==> config.mk <==
export PLATFORM = sky130hd
export DESIGN_NAME = tristate_bus_receiver
export DESIGN_NICKNAME = d
export VERILOG_FILES = /design/src/rtl/tristate_bus_receiver.sv
export SDC_FILE = /design/constraint.sdc
export NUM_CORES = 1
export LEC_CHECK = 0
export CAP_MARGIN = 5
export CELL_PAD_IN_SITES_DETAIL_PLACEMENT = 1
export CELL_PAD_IN_SITES_GLOBAL_PLACEMENT = 2
export CORE_ASPECT_RATIO = 0.75
export CORE_UTILIZATION = 37
export CTS_CLUSTER_DIAMETER = 100
export CTS_CLUSTER_SIZE = 10
export DETAILED_ROUTE_END_ITERATION = 16
export PLACE_DENSITY = 0.77
export SYNTH_ARGS = -nofsm -noshare
export SYNTH_HDL_FRONTEND = slang
export SYNTH_SLANG_ARGS = --single-unit
==> constraint.sdc <==
create_clock -name clk -period 2.8 [get_ports clk]
set_input_delay 0.56 -clock clk [delete_from_list [all_inputs] [get_ports clk]]
set_output_delay 0.56 -clock clk [all_outputs]
set_load 0.01 [all_outputs]
==> src/rtl/tristate_bus_receiver.sv <==
// Receiver for the shared active-low tristate bus: synchronises bus/strobe, captures
// re-inverted words into a FWFT FIFO, and returns an active-low ack via a tristate enable.
module tristate_bus_receiver #(
    parameter int WIDTH       = 8,
    parameter int DEPTH       = 4,
    parameter int SYNC_STAGES = 2
) (
    input  logic                           clk,
    input  logic                           rst_n,
    input  logic [WIDTH-1:0]               bus_n,
    input  logic                           strobe_n,
    output logic                           ack_n,
    output logic                           ack_oe,
    output logic [WIDTH-1:0]               rd_data,
    output logic                           rd_valid,
    input  logic                           rd_ready,
    output logic [$clog2(DEPTH+1)-1:0]     count,
    output logic                           overflow,
    input  logic                           clr_overflow
);

    localparam int PTR_W = (DEPTH > 1) ? $clog2(DEPTH) : 1;
    localparam int CNT_W = $clog2(DEPTH+1);
    localparam logic [CNT_W-1:0] FULL_CNT = CNT_W'(DEPTH);

    typedef enum logic [1:0] {IDLE, ACK, RELEASE} ack_state_t;

    logic [SYNC_STAGES-1:0]            strobe_sync_q;
    logic [SYNC_STAGES-1:0][WIDTH-1:0] bus_sync_q;
    logic                              strobe_s;
    logic [WIDTH-1:0]                  bus_s;
    logic                              strobe_prev_q;
    logic                              det_q;
    logic [WIDTH-1:0]                  cap_q;

    logic [WIDTH-1:0]                  mem_q [DEPTH];
    logic [PTR_W-1:0]                  wr_ptr_q, wr_ptr_d;
    logic [PTR_W-1:0]                  rd_ptr_q, rd_ptr_d;
    logic [CNT_W-1:0]                  count_q, count_d;
    logic [WIDTH-1:0]                  last_q;
    logic                              overflow_q, overflow_d;

    ack_state_t                        state_q;
    logic                              ack_n_q;
    logic                              ack_oe_q;

    logic                              pop;
    logic                              room;
    logic                              push;
    logic                              drop;

    assign strobe_s = strobe_sync_q[SYNC_STAGES-1];
    assign bus_s    = bus_sync_q[SYNC_STAGES-1];

    // Synchronisers idle at all-ones so a reset never looks like a strobe fall.
    always_ff @(posedge clk or negedge rst_n) begin
        if (!rst_n) begin
            strobe_sync_q <= '1;
            bus_sync_q    <= '1;
            strobe_prev_q <= 1'b1;
            det_q         <= 1'b0;
            cap_q         <= '0;
        end else begin
            strobe_sync_q <= {strobe_sync_q[SYNC_STAGES-2:0], strobe_n};
            bus_sync_q    <= {bus_sync_q[SYNC_STAGES-2:0], bus_n};
            strobe_prev_q <= strobe_s;
            det_q         <= strobe_prev_q & ~strobe_s;
            cap_q         <= ~bus_s;
        end
    end

    assign rd_valid = (count_q != '0);
    assign pop      = rd_valid & rd_ready;
    assign room     = (count_q < FULL_CNT) | pop;
    assign push     = det_q & room;
    assign drop     = det_q & ~room;

    always_comb begin
        wr_ptr_d   = push ? wr_ptr_q + PTR_W'(1) : wr_ptr_q;
        rd_ptr_d   = pop  ? rd_ptr_q + PTR_W'(1) : rd_ptr_q;
        count_d    = count_q;
        if (push && !pop)
            count_d = count_q + CNT_W'(1);
        else if (pop && !push)
            count_d = count_q - CNT_W'(1);
        overflow_d = overflow_q;
        if (drop)
            overflow_d = 1'b1;
        else if (clr_overflow)
            overflow_d = 1'b0;
    end

    always_ff @(posedge clk) begin
        if (push)
            mem_q[wr_ptr_q] <= cap_q;
    end

    // last_q shadows the displayed head so rd_data holds its value once the FIFO drains.
    always_ff @(posedge clk or negedge rst_n) begin
        if (!rst_n) begin
            wr_ptr_q   <= '0;
            rd_ptr_q   <= '0;
            count_q    <= '0;
            last_q     <= '0;
            overflow_q <= 1'b0;
        end else begin
            wr_ptr_q   <= wr_ptr_d;
            rd_ptr_q   <= rd_ptr_d;
            count_q    <= count_d;
            overflow_q <= overflow_d;
            if (rd_valid)
                last_q <= mem_q[rd_ptr_q];
        end
    end

    // RELEASE drives the line high for one cycle before floating it.
    always_ff @(posedge clk or negedge rst_n) begin
        if (!rst_n) begin
            state_q  <= IDLE;
            ack_n_q  <= 1'b1;
            ack_oe_q <= 1'b0;
        end else begin
            case (state_q)
                IDLE: begin
                    if (push) begin
                        state_q  <= ACK;
                        ack_n_q  <= 1'b0;
                        ack_oe_q <= 1'b1;
                    end
                end
                ACK: begin
                    if (strobe_s) begin
                        state_q  <= RELEASE;
                        ack_n_q  <= 1'b1;
                        ack_oe_q <= 1'b1;
                    end
                end
                RELEASE: begin
                    if (push) begin
                        state_q  <= ACK;
                        ack_n_q  <= 1'b0;
                        ack_oe_q <= 1'b1;
                    end else begin
                        state_q  <= IDLE;
                        ack_n_q  <= 1'b1;
                        ack_oe_q <= 1'b0;
                    end
                end
                default: begin
                    state_q  <= IDLE;
                    ack_n_q  <= 1'b1;
                    ack_oe_q <= 1'b0;
                end
            endcase
        end
    end

    assign ack_n    = ack_n_q;
    assign ack_oe   = ack_oe_q;
    assign rd_data  = rd_valid ? mem_q[rd_ptr_q] : last_q;
    assign count    = count_q;
    assign overflow = overflow_q;

endmodule

* After elaboration in Yosys (flattened, before gate mapping)
Memory sizes are Yosys's and may differ from the RTL's.
Cells that the tools add are included.
Widths: inputs -> output; s select.
** Word-level totals
- Memories kept :: 1
- Bits of input ports :: 13
- Bits in writable memories :: 32
- Register bits after elaboration :: 48
** Memories
- mem_q :: depth 4, bits a word 8, rd ports 1, clocked after Yosys merged registers in 0, write ports 1, line 36 : logic [WIDTH-1:0] mem_q [DEPTH];
** Cells by class
- $add $sub $neg :: 4
- Eq/ne operators :: 4
- Reduce and logical (&&, ||, !) cells :: 9
- Magnitude comparators :: 1
- Multiplexer cells :: 17
- Bitwise gates (word level) :: 8
** Operators by type and width (number)
- $mux 1 :: 9
- $mux 8 :: 1
- $not 8->8 :: 1
- $mux 3 :: 2
- $pmux 1 s3 :: 2
- $pmux 2 s3 :: 1
- $add 2x1->2 const B :: 2
- $and 1x1->1 :: 4
- $mux 2 :: 2
- $ne 2x2->1 const B :: 2
- $reduce_bool 2->1 :: 2
- $add 3x1->3 const B :: 1
- $lt 3x3->1 const B :: 1
- $reduce_bool 3->1 :: 1
- $sub 3x1->3 const B :: 1
- $eq 2x1->1 const B :: 1
- $eq 2x2->1 const B :: 1
- $logic_and 1x1->1 :: 2
- $logic_not 1->1 :: 2
- $logic_not 2->1 :: 1
- $not 1->1 :: 2
- $reduce_and 2->1 :: 1
- $or 1x1->1 :: 1

* Logic depth before layout (Yosys ltp)
- Depth in word-level cells :: 8
- Mapped depth :: 9

* Worst setup path before layout
OpenSTA, ideal clock, no wires.
- Path type :: register to register
- Start :: register count_q[2], in the netlist count[2]
- End :: register count_q[2], in the netlist count[2]
- Path slack :: 0.657 ns
- Data arrival time :: 2.063 ns
- Period minus slack after synthesis :: 2.143 ns
- Buffers on the path :: 1
- Required time :: 2.721 ns
- Stages on the path, launching flop included :: 10
- Path through :: dfrtp_1 or3_4 buf_6 nand2_1 ha_1 inv_1 fa_1 xor2_1 nor2_1 xor2_1
** Between the ends
- Longest elaborated chain between the ends :: 7
- Elaborated cells between the ends (all ways) :: 14
** Ends and longest elaborated chain
- start, declared :: line 39 : logic [CNT_W-1:0] count_q, count_d;
- start signal, assigned :: line 109 : count_q <= count_d;
- $reduce_bool 3->1 * :: line 72 : assign rd_valid = (count_q != '0);
- net rd_valid :: line 15 : output logic rd_valid,
- $and 1x1->1 * :: line 73 : assign pop = rd_valid & rd_ready;
- $or 1x1->1 :: line 74 : assign room = (count_q < FULL_CNT) | pop;
- $and 1x1->1 :: line 75 : assign push = det_q & room;
- $logic_not 1->1 :: line 84 : else if (pop && !push)
- $logic_and 1x1->1 :: line 84
- $reduce_bool 2->1 (no line)
Mark *: on every way through the listed nets, which the timed path passes. The rest lies on a longest branch. The select of a mux whose other input is x is not followed.
A chain may end at the register's enable or synchronous reset.

* Worst setup path in the final report
- Start :: register rd_ptr_q[0]
- End :: output port rd_data[3]
** Between the ends
- Longest elaborated chain between the ends :: 2
** Ends and longest elaborated chain
- start, declared :: line 38 : logic [PTR_W-1:0] rd_ptr_q, rd_ptr_d;
- start signal, assigned :: line 108 : rd_ptr_q <= rd_ptr_d;
- $mem_v2 4x8
- $mux 8
- end, declared :: line 14 : output logic [WIDTH-1:0] rd_data,
Every way passes these cells.

==> flow_metrics.env <==
export IMPL_status="finished, final reports clean"
export IMPL_finalSetupViolations=0
export IMPL_drtPass1Iterations=4
export IMPL_rsz0062_at_grt="no"
export IMPL_dieArea_um2=8040
export IMPL_fin_crit_sh_pct=96.9
export IMPL_syn_area_per_cell_um2=19.1
export IMPL_fin_worst_skew_ns=0.00774
export IMPL_worstReg2RegStart="count[2]"
export IMPL_cp_buffers_inverters=2
export IMPL_grt_antenna_before_repair=0
export IMPL_synth_warnings=0
export IMPL_path_max_fanout=10
export IMPL_syn_area_um2=2840
export IMPL_setup_tns_ns=0
export IMPL_p_leak_uw=0.00138
export IMPL_yosys_top_cells_count="32 x edfxtp_1, 28 x dfrtp_1, 20 x dfstp_2"
export IMPL_die_x_um=103
export IMPL_insertion_delay_ns=0.35
export IMPL_clk_pin_slew_worst_paths_ns=0.08
export IMPL_cts_made_buffers=9
export IMPL_cts_path_max_buffers=2
export IMPL_gp_congestion=0.691
export IMPL_r2r_slack_ns=0.58
export IMPL_synth_fp_nets=168
export IMPL_yosysTopAreaCell="edfxtp_1"
export IMPL_synth_top_area_share_pct=33.8
export IMPL_worstSetupPathType="reg2out"
export IMPL_arrival_ns=2.15
export IMPL_remaining_drc_errors=0
export IMPL_vias=1329
export IMPL_cts_setup_buffers=0
export IMPL_setup_ws_ns=0.0880
export IMPL_grt_max_degree=36
export IMPL_grt_first_pass_wirelength_mm=7.42
export IMPL_critical_path_depth=4
export IMPL_slowest_stage="mux4_2"
export IMPL_area_delta_synth_final_pct=20.0
export IMPL_num_io_pins=28
export IMPL_final_nets=206
export IMPL_final_hold_violation_count=0
export IMPL_postRouteAntennaNets=0
export IMPL_cp_end_kind="output port"
export IMPL_coreArea_um2=7400
export IMPL_p_per_area_nw_per_um2=967
export IMPL_post_synth_top_count_cell="edfxtp_1"
export IMPL_tritoncts="built"
export IMPL_crit_path_start_kind="flop"
export IMPL_dpl_worst_slack_ns=0.134
export IMPL_timing_fmax_mhz=369
export IMPL_grt_overflow=0
export IMPL_synth_seq_area_share_pct=77.0
export IMPL_ir_drop_uv=351
export IMPL_cp_top_family="multiplexers"
export IMPL_postCtsHoldBufs=0
export IMPL_synth_seq_cells=80
export IMPL_cts_max_level=3
export IMPL_cts_root_buf="clkbuf_8"
export IMPL_path_cells="buf_6 > mux4_2 > mux2_4 > clkdlybuf4s50_1"
export IMPL_drt_wl_total_mm=4.40
export IMPL_avgViaCountPerCell=4.54
export IMPL_setup_worst_path_end="rd_data[3]"
export IMPL_antenna_cells=0
export IMPL_final_util_pct=46.1
export IMPL_grt_use_total_pct=13.1
export IMPL_r2r_end="count[2]"
export IMPL_synth_async_reset_ratio_pct=60.0
export IMPL_report_final_slew_viol_count=0
export IMPL_synth_area_top_cells="edfxtp_1 34%, dfrtp_1 25%, dfstp_2 18%"
export IMPL_max_slew_worst_pin_slew_ns=0.746
export IMPL_synth_edf_count=32
export IMPL_cap_violations=0
export IMPL_crit_start="rd_ptr_q[0]"
export IMPL_layout_min_cycle_time_ns=2.71
export IMPL_slowest_delay_ns=0.53
export IMPL_slew_headroom_pct=50.3
export IMPL_layout_drive_gt1_share_pct=30.2
export IMPL_wire_per_inst_um=15.0
export IMPL_cts_sinks=80
export IMPL_drtIter0Drc=44
export IMPL_port_buffers=27
export IMPL_grt_pass1_vias=1505
export IMPL_synth_distinct_cells=24
export IMPL_rows=27
export IMPL_synth_cells=149
export IMPL_initial_core_util_pct=38.4
export IMPL_reg2reg_depth=8
export IMPL_required_ns=2.24
export IMPL_die_height_um=77.9
export IMPL_dp_hpwl_mm=3.16
export IMPL_synth_ff_type="edfxtp_1"
export IMPL_hp_class="in2async"
-- where the power goes --
part	internal [uW]	leakage, uW	switching, uW
clock network	330	0.0000913	418
registers	1440	0.000832	136
logic	589	0.000453	389
-- per-stage QoR --
stage                     hold WS, ns  instance area [um2]  power, uW  cells
after CTS                       0.298                 3410       3360    293
after floorplan                 0.264                 2840       2170    149
after global routing            0.324                 3410       3480    293
after detailed placement        0.348                 3230       2590    277
after global placement          0.346                 3230       2530    277
final                           0.263                 3410       3300    293
-- state kept, by name (all words and copies together) (netlist names) --
| signal | count |
|---|---|
| last_q | 8 |
| det_q | 1 |
| strobe_prev_q | 1 |
| bus_sync_q | 8 |
| mem_q | 32 |
| rd_ptr_q | 2 |
| state_q | 2 |
| overflow | 1 |
| ack_oe | 1 |
| strobe_sync_q | 2 |
| wr_ptr_q | 2 |
| cap_q | 8 |
| bus_s | 8 |
| ack_n | 1 |
| count | 3 |
-- layer usage --
metal,vias up,wire length [um],GRT usage (%)
li1,601,-,-
met1,684,1860,15.0
met2,35,2210,20.7
met3,9,249,5.68
met4,0,90,6.76
met5,-,0,0
-- cell usage in the layout (no fill, tap or decap), types with 2 or more instances in the layout --
master	Yosys	layout
and3_1	4	4
buf_4	0	2
clkbuf_8	0	9
clkdlybuf4s50_1	0	25
dfrtp_1	28	28
dfstp_2	20	20
edfxtp_1	32	32
ha_1	5	5
inv_1	15	15
inv_4	0	2
inv_6	0	3
mux2_4	8	8
mux4_2	8	8
nand2_1	2	2
nand2b_1	2	2
nand3_1	2	2
nor2_1	3	3
o21ai_0	2	2
o22ai_1	3	3
xnor2_1	4	4
xor2_1	2	2
-- cell families (layout without fill, tap and decap cells) --
family	Yosys count	in the layout	synth area share [%]
buffers and inverters	18	61	2.91
multiplexers	17	17	11.0
adder cells (fa/ha/maj)	6	6	2.91
AO/OA/AOI/OAI	7	7	1.45
XOR/XNOR	6	6	1.85
AND/OR/NAND/NOR	15	15	2.95
flip-flops	80	80	77.0
-- worst min-delay path by stage --
stage                     end  slack [ns]
finish              last_q[2]        0.26
floorplan              ack_oe        0.26
global placement     bus_s[0]        0.35
detailed placement   bus_s[0]        0.35
global route        last_q[2]        0.32
CTS                  overflow        0.30
-- area by class of cell --
cell class	count	area [um2]
multi-input cells	51	572
clock inverters	7	51.3
inverters	15	56.3
repair buffers	30	294
clock buffers	9	124
flip-flops and latches	80	2190
well taps	101	126
fillers	713	3990
-- worst reg2reg max path, delay by kind of cell, from the launching register on --
family	cells	cell delay, ns
simple gates	3	0.80
fa+ha+maj	2	0.57
flops	1	0.43
xor+xnor	2	0.31
buf+inv	1	0.06
-- timing repair --
action,4_1_cts,5_1_grt
pin swaps,0,0
setup endpoints to repair,1,1
resized for setup,1,1
Power figures use the tool's default switching activity.
